**config.mk**
```make
export PLATFORM = sky130hd
export DESIGN_NAME = clock_mode_ctrl
export DESIGN_NICKNAME = d
export VERILOG_FILES = /design/src/rtl/clock_mode_ctrl.sv
export SDC_FILE = /design/constraint.sdc
export NUM_CORES = 1
export LEC_CHECK = 0
export ABC_AREA = 0
export BUFFER_PORTS_ARGS = -buffer_cell sky130_fd_sc_hd__buf_2
export CORE_MARGIN = 2
export CORE_UTILIZATION = 54
export DETAILED_ROUTE_END_ITERATION = 8
export GPL_TIMING_DRIVEN = 0
export PLACE_DENSITY = 0.83
export SLEW_MARGIN = 20
export SYNTH_ARGS = -nofsm -noshare
export SYNTH_HDL_FRONTEND = slang
export SYNTH_SLANG_ARGS = --single-unit
export TNS_END_PERCENT = 100
```
**constraint.sdc**
```tcl
create_clock -name clk -period 2.2 [get_ports clk]
set_clock_uncertainty 0.05 [all_clocks]
set_input_delay 0.33 -clock clk [delete_from_list [all_inputs] [get_ports clk]]
set_output_delay 0.33 -clock clk [all_outputs]
set_load 0.005 [all_outputs]
```
**src/rtl/clock_mode_ctrl.sv**
```systemverilog
// Mode, adjust and alarm controller for a BCD wall clock: debounces the three keys,
// sequences the set modes, pulses the time-counter adjust strobes and owns the buzzer.
module clock_mode_ctrl #(
    parameter int DEB_CYCLES = 4,
    parameter int RING_SECS  = 30
) (
    input  logic        clk,
    input  logic        rst,
    input  logic        tick_1hz,
    input  logic        btn_mode,
    input  logic        btn_inc,
    input  logic        btn_stop,
    input  logic [23:0] cur_time,
    output logic        run_en,
    output logic        inc_hour,
    output logic        inc_min,
    output logic        inc_sec,
    output logic [15:0] alarm_time,
    output logic        alarm_en,
    output logic        ring,
    output logic [2:0]  mode,
    output logic        blink
);

    localparam int DW = $clog2(DEB_CYCLES + 1);
    localparam int RW = $clog2(RING_SECS + 1);

    typedef enum logic [2:0] {
        ST_RUN     = 3'd0,
        ST_SET_HR  = 3'd1,
        ST_SET_MIN = 3'd2,
        ST_SET_SEC = 3'd3,
        ST_AL_HR   = 3'd4,
        ST_AL_MIN  = 3'd5
    } state_t;

    state_t        state;
    logic [2:0]    keys;
    logic [2:0]    sync1;
    logic [2:0]    sync2;
    logic [2:0]    deb;
    logic [2:0]    deb_d;
    logic [2:0]    press;
    logic [DW-1:0] deb_cnt [3];
    logic [RW-1:0] ring_cnt;
    logic          match;
    logic          match_q;
    logic          mode_ev;
    logic          inc_ev;
    logic          stop_ev;
    logic          state_chg;
    logic          ring_clr;
    logic          ring_set;

    // Key order within the vectors: bit 0 mode, bit 1 inc, bit 2 stop.
    assign keys = {btn_stop, btn_inc, btn_mode};

    // NOTE: the per-key counter array is plain flops, so it is reset with everything else.
    always_ff @(posedge clk or negedge rst) begin
        if (!rst) begin
            sync1 <= '0;
            sync2 <= '0;
            deb   <= '0;
            deb_d <= '0;
            press <= '0;
            for (int i = 0; i < 3; i++) begin
                deb_cnt[i] <= '0;
            end
        end else begin
            sync1 <= keys;
            sync2 <= sync1;
            deb_d <= deb;
            press <= deb & ~deb_d;
            for (int i = 0; i < 3; i++) begin
                if (sync2[i] != deb[i]) begin
                    if (deb_cnt[i] == DW'(DEB_CYCLES - 1)) begin
                        deb[i]     <= sync2[i];
                        deb_cnt[i] <= '0;
                    end else begin
                        deb_cnt[i] <= deb_cnt[i] + DW'(1);
                    end
                end else begin
                    deb_cnt[i] <= '0;
                end
            end
        end
    end

    assign mode_ev = press[0];
    assign inc_ev  = press[1];
    assign stop_ev = press[2];

    assign mode      = state;
    assign run_en    = (state == ST_RUN);
    assign state_chg = mode_ev || (mode > 3'd5);

    assign match = alarm_en && run_en && (cur_time[23:8] == alarm_time) &&
                   (cur_time[7:0] == 8'h00);

    // Leaving RUN (any mode press while in RUN) counts as a clear in the same cycle.
    assign ring_clr = (stop_ev && ring) || !alarm_en || !run_en || mode_ev;
    assign ring_set = match && !match_q;

    function automatic logic [7:0] bcd_inc(input logic [7:0] v, input logic [7:0] top);
        if (v == top) begin
            return 8'h00;
        end
        if (v[3:0] == 4'd9) begin
            return {v[7:4] + 4'd1, 4'd0};
        end
        return {v[7:4], v[3:0] + 4'd1};
    endfunction

    // NOTE: every register here uses <= so all decisions see the pre-edge state.
    always_ff @(posedge clk or negedge rst) begin
        if (!rst) begin
            state      <= ST_RUN;
            inc_hour   <= 1'b0;
            inc_min    <= 1'b0;
            inc_sec    <= 1'b0;
            alarm_time <= 16'h0000;
            alarm_en   <= 1'b0;
            ring       <= 1'b0;
            ring_cnt   <= '0;
            match_q    <= 1'b0;
            blink      <= 1'b0;
        end else begin
            inc_hour <= 1'b0;
            inc_min  <= 1'b0;
            inc_sec  <= 1'b0;
            match_q  <= match;

            // A mode press always wins; the inc event of the same cycle is dropped.
            case (state)
                ST_RUN: begin
                    if (mode_ev) begin
                        state <= ST_SET_HR;
                    end else if (inc_ev && !ring) begin
                        alarm_en <= ~alarm_en;
                    end
                end
                ST_SET_HR: begin
                    if (mode_ev) begin
                        state <= ST_SET_MIN;
                    end else if (inc_ev) begin
                        inc_hour <= 1'b1;
                    end
                end
                ST_SET_MIN: begin
                    if (mode_ev) begin
                        state <= ST_SET_SEC;
                    end else if (inc_ev) begin
                        inc_min <= 1'b1;
                    end
                end
                ST_SET_SEC: begin
                    if (mode_ev) begin
                        state <= ST_AL_HR;
                    end else if (inc_ev) begin
                        inc_sec <= 1'b1;
                    end
                end
                ST_AL_HR: begin
                    if (mode_ev) begin
                        state <= ST_AL_MIN;
                    end else if (inc_ev) begin
                        alarm_time[15:8] <= bcd_inc(alarm_time[15:8], 8'h23);
                    end
                end
                ST_AL_MIN: begin
                    if (mode_ev) begin
                        state <= ST_RUN;
                    end else if (inc_ev) begin
                        alarm_time[7:0] <= bcd_inc(alarm_time[7:0], 8'h59);
                    end
                end
                default: begin
                    state <= ST_RUN;
                end
            endcase

            if (ring_clr) begin
                ring     <= 1'b0;
                ring_cnt <= '0;
            end else if (ring_set) begin
                ring     <= 1'b1;
                ring_cnt <= '0;
            end else if (ring && tick_1hz) begin
                if (ring_cnt == RW'(RING_SECS - 1)) begin
                    ring     <= 1'b0;
                    ring_cnt <= '0;
                end else begin
                    ring_cnt <= ring_cnt + RW'(1);
                end
            end

            if (state_chg || run_en) begin
                blink <= 1'b0;
            end else if (tick_1hz) begin
                blink <= ~blink;
            end
        end
    end

endmodule

```
# Yosys cells after proc, flatten, opt, wreduce, memory -nomap -nowiden
# Index checks and enable logic that the tools add are counted.
[op_classes] add_sub_neg=8 order_cmp=1 n_eq_ne=23 n_mux=54 n_bitwise=5 n_reduce_logical=33
[ops] cell="2-to-1 mux 8 bit" n=8
[ops] cell="2-to-1 mux 3 bit" n=12
[ops] cell="2-to-1 mux 1 bit" n=29
[ops] cell="2-to-1 mux 5 bit" n=4
[ops] cell="case mux 3 bit (6 select lines)" n=1
[ops] cell="adder 4 x 1 -> 4 bit, second input constant" n=4
[ops] cell="== test 16 bit" n=1
[ops] cell="== test 3 x 2 -> 1 bit, second input constant" n=5
[ops] cell="!= test 2 bit, second input constant" n=5
[ops] cell="adder 3 x 1 -> 3 bit, second input constant" n=3
[ops] cell="AND reduction 3 bit" n=3
[ops] cell="== test 4 bit, second input constant" n=2
[ops] cell="== test 8 x 6 -> 1 bit, second input constant" n=1
[ops] cell="== test 8 x 7 -> 1 bit, second input constant" n=1
[ops] cell="zero test 8 bit" n=1
[ops] cell="AND reduction 2 bit" n=4
[ops] cell="AND reduction 4 bit" n=2
[ops] cell="logical AND 1 bit" n=7
[ops] cell="== test 3 bit, second input constant" n=2
[ops] cell="AND reduction 6 bit" n=1
[ops] cell="nonzero test 2 bit" n=3
[ops] cell="nonzero test 3 bit" n=2
[ops] cell="adder 5 x 1 -> 5 bit, second input constant" n=1
[ops] cell="== test 5 bit, second input constant" n=1
[ops] cell="other kinds (10)" n=21
[word_totals] reg_bits=55 in_bits=30 out_inout_bits=26 wordCells=147

# Logic depth before layout (Yosys ltp)
# Gate-level depths: netlist (run 1).
[logic_depth] depth_word=11 mapped_depth=6 mapped_depth_nobuf=6

# Least setup slack after synthesis (run 1)
# OpenSTA, ideal clock, no wires.
[synth_path] kind="register to register" from="register state[1], in the netlist mode[1]" to="register alarm_time[7]" setup_ns=0.127 t_arrival_ns=1.648 required_ns=2.023 setup_slack_ns=0.375 stages_incl_launch_ff=6 path_buffers=1 synth_period_minus_slack_ns=1.825 cell_sequence="dfrtp_1 > buf_6 > nand4bb_4 > nor4b_4 > and4_1 > mux2_1"
[synth_via] elab_chain_cells=2
[synth_rtl] item="start, declared" line="37" source="state_t state;"
[synth_rtl] item="start signal, assigned" line="117" source="state <= ST_RUN;"
[synth_rtl] item="start signal, assigned" line="137" source="state <= ST_SET_HR;"
[synth_rtl] item="start signal, assigned" line="144" source="state <= ST_SET_MIN;"
[synth_rtl] item="== test 3 bit" line="134" source="case (state)"
[synth_rtl] item="AND reduction 4 bit (no line)"
[synth_rtl] item="end signal, assigned" line="174" source="alarm_time[7:0] <= bcd_inc(alarm_time[7:0], 8'h59);"
[synth_rtl] item="end, declared" line="18" source="output logic [15:0] alarm_time,"
# Every way passes these cells.
# A chain may end at the register's enable or synchronous reset.

# Final worst setup path (run 1)
[layout_path] from="register state[0], in the netlist mode[0]" to="register ring_cnt[2]"
[layout_via] elab_chain_cells=7 elab_cells_between_ends=11 classes_between="2 x mux; 9 x reduce/logical"
[layout_rtl] item="zero test 3 bit *" line="94" source="assign run_en = (state == ST_RUN);"
[layout_rtl] item="logical AND 1 bit (3 in a row)" line="97" source="assign match = alarm_en && run_en && (cur_time[23:8] == alarm_time) &&"
[layout_rtl] item="logical AND 1 bit" line="102" source="assign ring_set = match && !match_q;"
[layout_rtl] item="2-to-1 mux 5 bit" line="185" source="end else if (ring_set) begin"
[layout_rtl] item="2-to-1 mux 5 bit" line="182" source="if (ring_clr) begin"
[layout_rtl] item="end signal, assigned" line="193" source="ring_cnt <= ring_cnt + RW'(1);"
[layout_rtl] item="end, declared" line="45" source="logic [RW-1:0] ring_cnt;"
# Mark *: on every way between the ends. The rest lies on a longest branch, timed or not.

==> flow_summary_export.csv, run 1 <==
group,metric,value,unit
power,power_leakage,1.44,nW
logic_synthesis,syn_nets,274,
clocking,cts_root_buf,"clkbuf_8",
global_route,overflow,0,
worst_setup_path,r2r_slack,0.22,ns
global_route,antenna_found_initial,0,
logic_synthesis,synth_cell_types,43,
logic_synthesis,yosysWarnings,0,
die,die_y,73.7,um
placed_design,portBuffers,55,
worst_setup_path,worstPathArrival,2.08,ns
worst_setup_path,startpoint_type,"register",
routing,via_per_inst,5.50,
placed_design,dp.cells,342,
finish,layout-drive-gt1-share,0.250,
clocking,cts-resized-gates,0,
global_route,first_global_vias,1778,
clocking,cts_setup_buffers,0,
min_path,holdCritPathClass,"input port to async pin",
timing,hold_viol,1,
timing,holdWs,-0.000360,ns
routing,drc,0,
logic_synthesis,yosys-top-cells-area,"dfrtp_1, xnor2_1, ha_1",
timing,max_freq,505,MHz
clocking,hold_buffers,0,
worst_setup_path,critical_path.endpoint_type,"register",
worst_setup_path,max_stage_delay,0.48,ns
worst_setup_path,crit_required,2.30,ns
finish,area_delta_synth_final,17.7,%
run_status,violations,"negative hold slack",
logic_synthesis,ys_seq_elements,55,
worst_setup_path,cp-startpoint,"mode[0]$_DFFE_PN0P_",
timing,layout_setup_ws,0.220,ns
logic_synthesis,synth_top_cell_area_share,0.525,
routing,drt-initial-drc-count,75,
routing,routedWlPerCell,13.5,um
finish,layout.cells.non_filler,350,
finish,final_cell_mix,"buf_2, dfrtp_1, xnor2_1, nand2_1, nor2_1",
job,drv_cap,0,
clocking,cts_tree,"done",
global_route,grt_max_degree,56,
clocking,clk-insertion-delay-late,0.30,ns
die,core_area,4690,um2
placed_design,hpwl,3450,um
logic_synthesis,yosysTopAreaCell,"dfrtp_1",
clocking,htreeDepth,2,
worst_setup_path,reg2reg_from,"mode[0]$_DFFE_PN0P_",
routing,vias,1924,
timing,setup_viol,0,
worst_setup_path,cp_max_fo,10,
worst_setup_path,timing.rr.end,"ring_cnt[2]$_DFFE_PN0P_",
logic_synthesis,synth_cells,233,
finish,nNetsFinal,336,
placed_design,pre_cts_ws,0.240,ns
clocking,clock_sinks,55,
die,die_w,73.7,um
timing,drv_slew,0,
worst_setup_path,critPathCapture,"ring_cnt[2]$_DFFE_PN0P_",
clocking,clockBufferDepth,2,
power,ir_drop,464,uV
worst_setup_path,cpMaxStageDelayCell,"nor3_1",
power,p_per_area,899,nW/um2
run_status,status,"finished, violations left",
die,initial_core_util,0.558,
finish,mostFrequentLayoutCell,"buf_2",
logic_synthesis,yosysSeqAreaShare,0.525,
global_route,track_usage,0.193,
worst_setup_path,reg2regPathDepth,5,
worst_setup_path,crit_chain,"buf_2 > nor3_2 > nand4_1 > nor3_1 > a211oi_1",
timing,period_needed,1.98,ns
routing,ant_nets,0,
routing,wirelength,4730,um
worst_setup_path,worstSetupPathType,"register to register",
finish,diodes,0,
placed_design,gp_congestion,0.778,
finish,fillers,360,
die,ios,56,
timing,rsz0062_at_grt,"false",
logic_synthesis,syn_area_per_cell,11.2,um2
timing,post-route-period-util,0.900,
die,die_area,5430,um2
timing,worstMarginPinSlew,0.787,ns
timing,max_slew_margin,0.471,
global_route,grt_pass1_wl,8020,um
die,core.rowCount,25,
timing,setup_tns,0,ns
logic_synthesis,synth_area,2620,um2
clocking,path_clk_slew,0.09,ns
routing,drt-pass1-iter-count,6,
clocking,cts_buffers,5,
==> registers in the layout (all words and copies together), names as in the netlist, 3 cells and up <==
register	flops
press	3
deb	3
ring_cnt	5
alarm_time	16
mode	3
deb_cnt	9
deb_d	3
sync2	3
sync1	3
==> cell families (layout without fill, tap and decap cells) <==
group	Yosys count	in the layout	synth area share
flip-flops	55	55	0.525
AO/OA/AOI/OAI	34	34	0.0884
multiplexers	5	5	0.0215
XOR/XNOR	27	27	0.0903
AND/OR/NAND/NOR	90	90	0.202
buffers and inverters	11	74	0.0196
adder cells (fa/ha/maj)	11	11	0.0525
==> cell type report <==
class	count	area, um2	share of cell area
clock inverter	2	35.0	0.0114
inverter	8	30.0	0.00974
buffer	3	21.3	0.00690
tap	54	67.6	0.0219
clock buffer	6	82.6	0.0268
multi-input combinational	167	1190	0.387
timing repair buffer	55	278	0.0901
sequential	55	1380	0.446
==> cell usage after synthesis <==
| cell type | number |
|---|---|
| dfrtp_1 | 55 |
| xnor2_1 | 25 |
| nand2_1 | 18 |
| nor2_1 | 14 |
| nor2b_1 | 12 |
| ha_1 | 11 |
| nor3_1 | 10 |
| inv_1 | 8 |
| o21ai_0 | 8 |
| nand4_1 | 7 |
| a21oi_1 | 6 |
| nor4_1 | 6 |
| a211oi_1 | 5 |
| nor3b_1 | 5 |
| mux2_2 | 4 |
| nand2b_1 | 3 |
| nand3_1 | 3 |
| a21o_1 | 2 |
| a22o_1 | 2 |
| and4_1 | 2 |
| buf_2 | 2 |
| o21bai_1 | 2 |
| o31ai_1 | 2 |
| xor2_1 | 2 |
| a2111oi_0 | 1 |
| a22oi_1 | 1 |
| a2bb2o_1 | 1 |
| and2_1 | 1 |
| and3_1 | 1 |
| and3b_1 | 1 |
| buf_6 | 1 |
| mux2_1 | 1 |
| nand3b_1 | 1 |
| nand4bb_4 | 1 |
| nor3_2 | 1 |
| nor4_2 | 1 |
| nor4b_4 | 1 |
| o22ai_1 | 1 |
| o2bb2ai_1 | 1 |
| o31a_1 | 1 |
| o41a_1 | 1 |
| or2_1 | 1 |
| or3_1 | 1 |
==> per-stage QoR <==
stage	utilization	power, mW	instance area (um2)
2_1_floorplan	-	1.86	2620
3_3_place_gp	0.631	2.08	2960
3_5_place_dp	0.632	2.12	2970
4_1_cts	0.657	2.81	3080
5_1_grt	0.657	2.97	3080
6_report	0.657	2.77	3080
==> power breakdown <==
group	leakage [nW]	switching, mW	internal, mW
clock network	0.0612	0.315	0.368
logic	0.652	0.356	0.352
registers	0.724	0.163	1.22
total	1.44	0.834	1.94
==> per-layer routing <==
layer,share of wire,track usage,vias to the layer above
met1,0.45,0.251,940
met5,0,0,-
met3,0.029,0.0398,7
li1,-,-,945
met2,0.51,0.321,32
met4,0.014,0.0626,0
==> critical path: cells and delay by family, from the launching register on <==
kind                   cells  cell delay (ns)
and+or+nand+nor            3             1.01
DFF                        1             0.40
buffers and inverters      1             0.20
AOI/OAI and AO/OA          1             0.17
==> how the worst min path moves through the flow <==
| stage | slack [ns] | end | cells past startpoint |
|---|---|---|---|
| after CTS | 0.03 | sync1[0]$_DFF_PN0_ | 1 |
| after floorplan | -0.02 | alarm_en$_DFFE_PN0P_ | 0 |
| after global placement | 0.28 | sync2[0]$_DFF_PN0_ | 0 |
| after detailed placement | 0.29 | sync2[0]$_DFF_PN0_ | 0 |
| final | -0.0004 | alarm_time[7]$_DFFE_PN0P_ | 1 |
| after global routing | 0.05 | alarm_time[7]$_DFFE_PN0P_ | 1 |
No activity file was read; power rests on OpenSTA's default activity.
==> run 2, diff against run 1 <==
--- a/config.mk
+++ b/config.mk
@@ -6,7 +6,7 @@
 export NUM_CORES = 1
 export LEC_CHECK = 0
 export ABC_AREA = 0
-export BUFFER_PORTS_ARGS = -buffer_cell sky130_fd_sc_hd__buf_2
+export BUFFER_PORTS_ARGS = -buffer_cell sky130_fd_sc_hd__buf_4
 export CORE_MARGIN = 2
 export CORE_UTILIZATION = 54
 export DETAILED_ROUTE_END_ITERATION = 8
==> run 2 against run 1 <==
The run now ends clean. Total power is 2.8% lower. Design area is 3.4% higher. Via count is 0.16% higher. Global-route usage is 0.079 points higher. Register-to-register slack hardly changed. First-iteration DRC count is 92% higher. Critical path depth stayed put. Clock power is 23% lower. Die area stayed put. Final cell count stayed put. Clock-buffer cell count is 1 higher. Wire length is 1.4% higher. Critical path type unchanged.
==> flow_summary_export.csv, run 2 (same netlist as run 1, synthesis figures left out) <==
group,metric,value,unit
global_route,overflow,0,
die,core_area,4690,um2
clocking,htreeDepth,2,
worst_setup_path,cp_num_cells,5,
routing,routedWlPerCell,13.7,um
timing,max_freq,504,MHz
global_route,first_global_vias,1769,
finish,final_cell_mix,"dfrtp_1, buf_4, xnor2_1, nand2_1, nor2_1",
routing,drt-pass1-iter-count,4,
routing,via_per_inst,5.51,
power,finalPower,2.70,mW
finish,top_register,"alarm_time",
global_route,grt_pass1_wl,8070,um
worst_setup_path,crit_chain,"buf_6 > nand4bb_4 > nor4b_4 > and4_1 > mux2_1",
worst_setup_path,timing.rr.end,"alarm_time[7]$_DFFE_PN0P_",
global_route,antenna_found_initial,0,
routing,wirelength,4800,um
worst_setup_path,crit_family,"simple AND/OR/NAND/NOR gates",
timing,post-route-period-util,0.902,
timing,holdWs,0.00509,ns
clocking,hold_buffers,0,
job,drv_cap,0,
finish,diodes,0,
worst_setup_path,cp-startpoint,"mode[1]$_DFFE_PN0P_",
worst_setup_path,max_stage_delay,0.44,ns
routing,ant_nets,0,
worst_setup_path,worstPathArrival,2.12,ns
die,die_y,73.7,um
placed_design,pre_cts_ws,0.230,ns
placed_design,dp.cells,342,
clocking,cts_root_buf,"clkbuf_8",
clocking,clockBufferDepth,2,
worst_setup_path,r2r_slack,0.21,ns
timing,worstMarginPinSlew,0.843,ns
power,p_per_area,846,nW/um2
die,die_area,5430,um2
power,ir_drop,509,uV
routing,drc,0,
timing,setup_tns,0,ns
die,initial_core_util,0.558,
clocking,clock_sinks,55,
worst_setup_path,critPathCapture,"alarm_time[7]$_DFFE_PN0P_",
global_route,track_usage,0.193,
finish,area_delta_synth_final,21.6,%
timing,hold_viol,0,
timing,max_slew_margin,0.433,
min_path,holdCritPathClass,"input port to async pin",
worst_setup_path,cp_num_buf_inv,1,
finish,layout-drive-gt1-share,0.247,
worst_setup_path,startpoint_type,"register",
worst_setup_path,reg2regPathDepth,5,
timing,drv_slew,0,
clocking,cts_tree,"done",
worst_setup_path,cpMaxStageDelayCell,"nor4b_4",
placed_design,gp_congestion,0.805,
die,die_w,73.7,um
global_route,grt_max_degree,56,
placed_design,portBuffers,55,
finish,largestRegisters,"alarm_time x16, deb_cnt x9, ring_cnt x5",
worst_setup_path,cp_max_fo,9,
worst_setup_path,critical_path.endpoint_type,"register",
clocking,path_clk_slew,0.09,ns
timing,period_needed,1.99,ns
timing,setup_viol,0,
power,power_leakage,1.44,nW
die,ios,56,
finish,fillers,359,
clocking,clk-insertion-delay-late,0.30,ns
clocking,cts_buffers,5,
timing,rsz0062_at_grt,"false",
routing,drt-initial-drc-count,144,
die,core.rowCount,25,
finish,nNetsFinal,336,
run_status,status,"completed",
finish,largest_register_ffs,16,
routing,vias,1927,
worst_setup_path,reg2reg_from,"mode[1]$_DFFE_PN0P_",
finish,layout.cells.non_filler,350,
worst_setup_path,crit_required,2.34,ns
placed_design,hpwl,3580,um
worst_setup_path,worstSetupPathType,"register to register",
timing,layout_setup_ws,0.215,ns
run 2: routing by layer:
metal / vias to the layer above / global-route usage / part of all wire
li1: 952 / - / -
met2: 42 / 0.319 / 0.50
met1: 925 / 0.258 / 0.45
met5: - / 0 / 0
met3: 8 / 0.0329 / 0.034
met4: 0 / 0.0687 / 0.017
run 2: worst min-delay path by stage:
stage / end / from / depth (start not counted) / slack (ns)
detailed placement: sync2[2]$_DFF_PN0_ / sync1[2]$_DFF_PN0_ / 0 / 0.29
global placement: sync2[1]$_DFF_PN0_ / sync1[1]$_DFF_PN0_ / 0 / 0.28
floorplan: alarm_en$_DFFE_PN0P_ / rst / 0 / -0.02
finish: alarm_time[7]$_DFFE_PN0P_ / rst / 1 / 0.005
CTS: alarm_time[15]$_DFFE_PN0P_ / rst / 1 / 0.03
global route: alarm_time[7]$_DFFE_PN0P_ / rst / 1 / 0.06
run 2: through the flow:
stage               instance area, um2   util
floorplan                         2620      -
global placement                  3100  0.661
CTS                               3180  0.678
global route                      3190  0.679
detailed placement                3100  0.661
finish                            3190  0.679
run 2: worst register-to-register path, stage by stage (launching register included):
cell and delay, ns:
dfrtp_1 0.40, buf_6 0.14, nand4bb_4 0.27, nor4b_4 0.44
and4_1 0.25, mux2_1 0.32
run 2: final cells by class:
type	instances	area, um2	share of cell area
plain buffers	3	21.3	0.00667
flip-flops and latches	55	1380	0.432
clock buffers	7	76.3	0.0239
well taps	54	67.6	0.0212
multi-input cells	167	1200	0.376
repair buffers	55	413	0.130
inverters	8	30.0	0.00942
clock inverters	1	5.00	0.00157
run 2: power breakdown:
group | internal, mW | switching, mW
clock | 0.224 | 0.301
combinational | 0.411 | 0.368
sequential | 1.22 | 0.173
run 2: what timing repair did:
item / in CTS / in global routing
gates resized for setup: 0 / 1
setup endpoints to repair: 0 / 5
setup buffers: 0 / 0
==> run 3, diff against run 2 <==
--- a/config.mk
+++ b/config.mk
@@ -6,13 +6,12 @@
 export NUM_CORES = 1
 export LEC_CHECK = 0
 export ABC_AREA = 0
-export BUFFER_PORTS_ARGS = -buffer_cell sky130_fd_sc_hd__buf_4
 export CORE_MARGIN = 2
-export CORE_UTILIZATION = 54
+export CORE_UTILIZATION = 60
 export DETAILED_ROUTE_END_ITERATION = 8
+export DONT_BUFFER_PORTS = 1
 export GPL_TIMING_DRIVEN = 0
-export PLACE_DENSITY = 0.83
-export SLEW_MARGIN = 20
+export PLACE_DENSITY = 0.8
 export SYNTH_ARGS = -nofsm -noshare
 export SYNTH_HDL_FRONTEND = slang
 export SYNTH_SLANG_ARGS = --single-unit
==> constraint.sdc (replaced) <==
create_clock -name clk -period 2.15 [get_ports clk]
set_clock_uncertainty 0.05 [all_clocks]
set_input_delay 0.3225 -clock clk [delete_from_list [all_inputs] [get_ports clk]]
set_output_delay 0.3225 -clock clk [all_outputs]
set_load 0.005 [all_outputs]
==> run 3 against run 2 <==
First-iteration DRC count down 31%. Utilization down 1.2 points. Largest power group unchanged. Maximum frequency down 0.37%. Register-to-register slack worse by 0.06 ns.
==> flow_summary_export.csv, run 3 (same netlist as run 1, synthesis figures left out) <==
group,metric,value,unit
run_status,status,"completed",
finish,layout.cells.non_filler,297,
worst_setup_path,reg2regPathDepth,5,
finish,mostFrequentLayoutCell,"dfrtp_1",
worst_setup_path,max_stage_delay,0.43,ns
timing,max_slew_margin,0.648,
timing,worstMarginPinSlew,0.525,ns
timing,layout_setup_ws,0.157,ns
routing,ant_nets,0,
finish,layout-drive-gt1-share,0.0816,
timing,drv_slew,0,
routing,wirelength,4620,um
min_path,holdCritPathClass,"input port to register",
timing,period_needed,1.99,ns
worst_setup_path,cp-startpoint,"mode[1]$_DFFE_PN0P_",
global_route,grt_max_degree,56,
finish,diodes,0,
clocking,cts_root_buf,"clkbuf_8",
finish,largestRegisters,"alarm_time x16, deb_cnt x9, ring_cnt x5",
routing,via_per_inst,5.90,
clocking,clk-insertion-delay-late,0.31,ns
routing,drt-initial-drc-count,100,
global_route,track_usage,0.205,
clocking,clock_sinks,55,
worst_setup_path,startpoint_type,"register",
die,die_y,70.1,um
timing,holdWs,0.156,ns
global_route,grt_pass1_wl,7890,um
worst_setup_path,cp_max_fo,9,
die,core.rowCount,24,
timing,rsz0062_at_grt,"false",
worst_setup_path,cpMaxStageDelayCell,"nor4b_4",
die,initial_core_util,0.610,
worst_setup_path,critical_path.endpoint_type,"register",
job,drv_cap,0,
routing,drt-pass1-iter-count,4,
routing,routedWlPerCell,15.5,um
finish,largest_register_ffs,16,
worst_setup_path,worstPathArrival,2.14,ns
finish,area_delta_synth_final,9.36,%
worst_setup_path,crit_required,2.29,ns
die,ios,56,
placed_design,hpwl,3250,um
clocking,cts_setup_buffers,0,
clocking,htreeDepth,2,
placed_design,gp_congestion,0.813,
timing,max_freq,502,MHz
worst_setup_path,timing.rr.end,"alarm_time[7]$_DFFE_PN0P_",
worst_setup_path,r2r_slack,0.16,ns
power,ir_drop,479,uV
timing,post-route-period-util,0.927,
clocking,cts_tree,"done",
worst_setup_path,critPathCapture,"alarm_time[7]$_DFFE_PN0P_",
timing,hold_viol,0,
global_route,first_global_vias,1631,
clocking,path_clk_slew,0.09,ns
routing,drc,0,
timing,setup_viol,0,
worst_setup_path,worstSetupPathType,"register to register",
finish,final_cell_mix,"dfrtp_1, xnor2_1, nand2_1, nor2_1, nor2b_1",
placed_design,dp.cells,285,
worst_setup_path,reg2reg_from,"mode[1]$_DFFE_PN0P_",
worst_setup_path,crit_chain,"buf_6 > nand4bb_4 > nor4b_4 > and4_1 > mux2_1",
placed_design,portBuffers,0,
clocking,clockBufferDepth,2,
clocking,cts_buffers,5,
global_route,antenna_found_initial,0,
die,core_area,4290,um2
finish,top_register,"alarm_time",
global_route,overflow,0,
finish,nNetsFinal,286,
power,p_per_area,947,nW/um2
placed_design,pre_cts_ws,0.0409,ns
die,die_area,4910,um2
die,die_w,70.1,um
power,finalPower,2.71,mW
routing,vias,1751,
power,power_leakage,1.20,nW
timing,setup_tns,0,ns
[run 3: how the worst min path moves through the flow]
stage,startpoint,endpoint,slack [ns],cells past startpoint
floorplan,rst,alarm_en$_DFFE_PN0P_,-0.02,0
finish,tick_1hz,blink$_DFFE_PN0P_,0.16,2
CTS,tick_1hz,blink$_DFFE_PN0P_,0.16,2
global placement,rst,alarm_time[9]$_DFFE_PN0P_,-0.02,0
global route,tick_1hz,blink$_DFFE_PN0P_,0.16,2
detailed placement,rst,alarm_time[9]$_DFFE_PN0P_,-0.02,0
[run 3: final cells by class]
class	instances	area (um2)
Fill cell	320	1430
Sequential cell	55	1380
Multi-Input combinational cell	167	1200
Clock buffer	6	72.6
Timing Repair Buffer	5	67.6
Tap cell	52	65.1
Clock inverter	1	30.0
Inverter	8	30.0
Buffer	3	21.3
[run 3: critical path: cells and delay by family (launching register included)]
family | cells | cell delay (ns)
flip-flops | 1 | 0.42
AND/OR/NAND/NOR | 3 | 0.94
buffers and inverters | 1 | 0.15
multiplexers | 1 | 0.32
[run 3: report_power, final]
part / switching (mW) / internal [mW]
logic: 0.321 / 0.295
registers: 0.193 / 1.25
clock network: 0.316 / 0.342
[run 3: metrics by stage]
step | instance area (um2) | utilization
2_1_floorplan | 2620 | -
3_3_place_gp | 2690 | 0.625
3_5_place_dp | 2690 | 0.625
4_1_cts | 2860 | 0.665
5_1_grt | 2870 | 0.667
6_report | 2870 | 0.667
[run 3: per-layer routing]
| layer | track usage | vias to the layer above | routed length [um] |
|---|---|---|---|
| met4 | 0.0641 | 0 | 72 |
| li1 | - | 847 | - |
| met3 | 0.0620 | 7 | 232 |
| met2 | 0.326 | 53 | 2260 |
| met1 | 0.271 | 844 | 2050 |
| met5 | 0 | - | 0 |
[run 3: what timing repair did]
item,CTS,global route
setup endpoints to repair,0,5
endpoints found under the hold margin,58,0
hold buffers,5,0
resized for setup,0,2
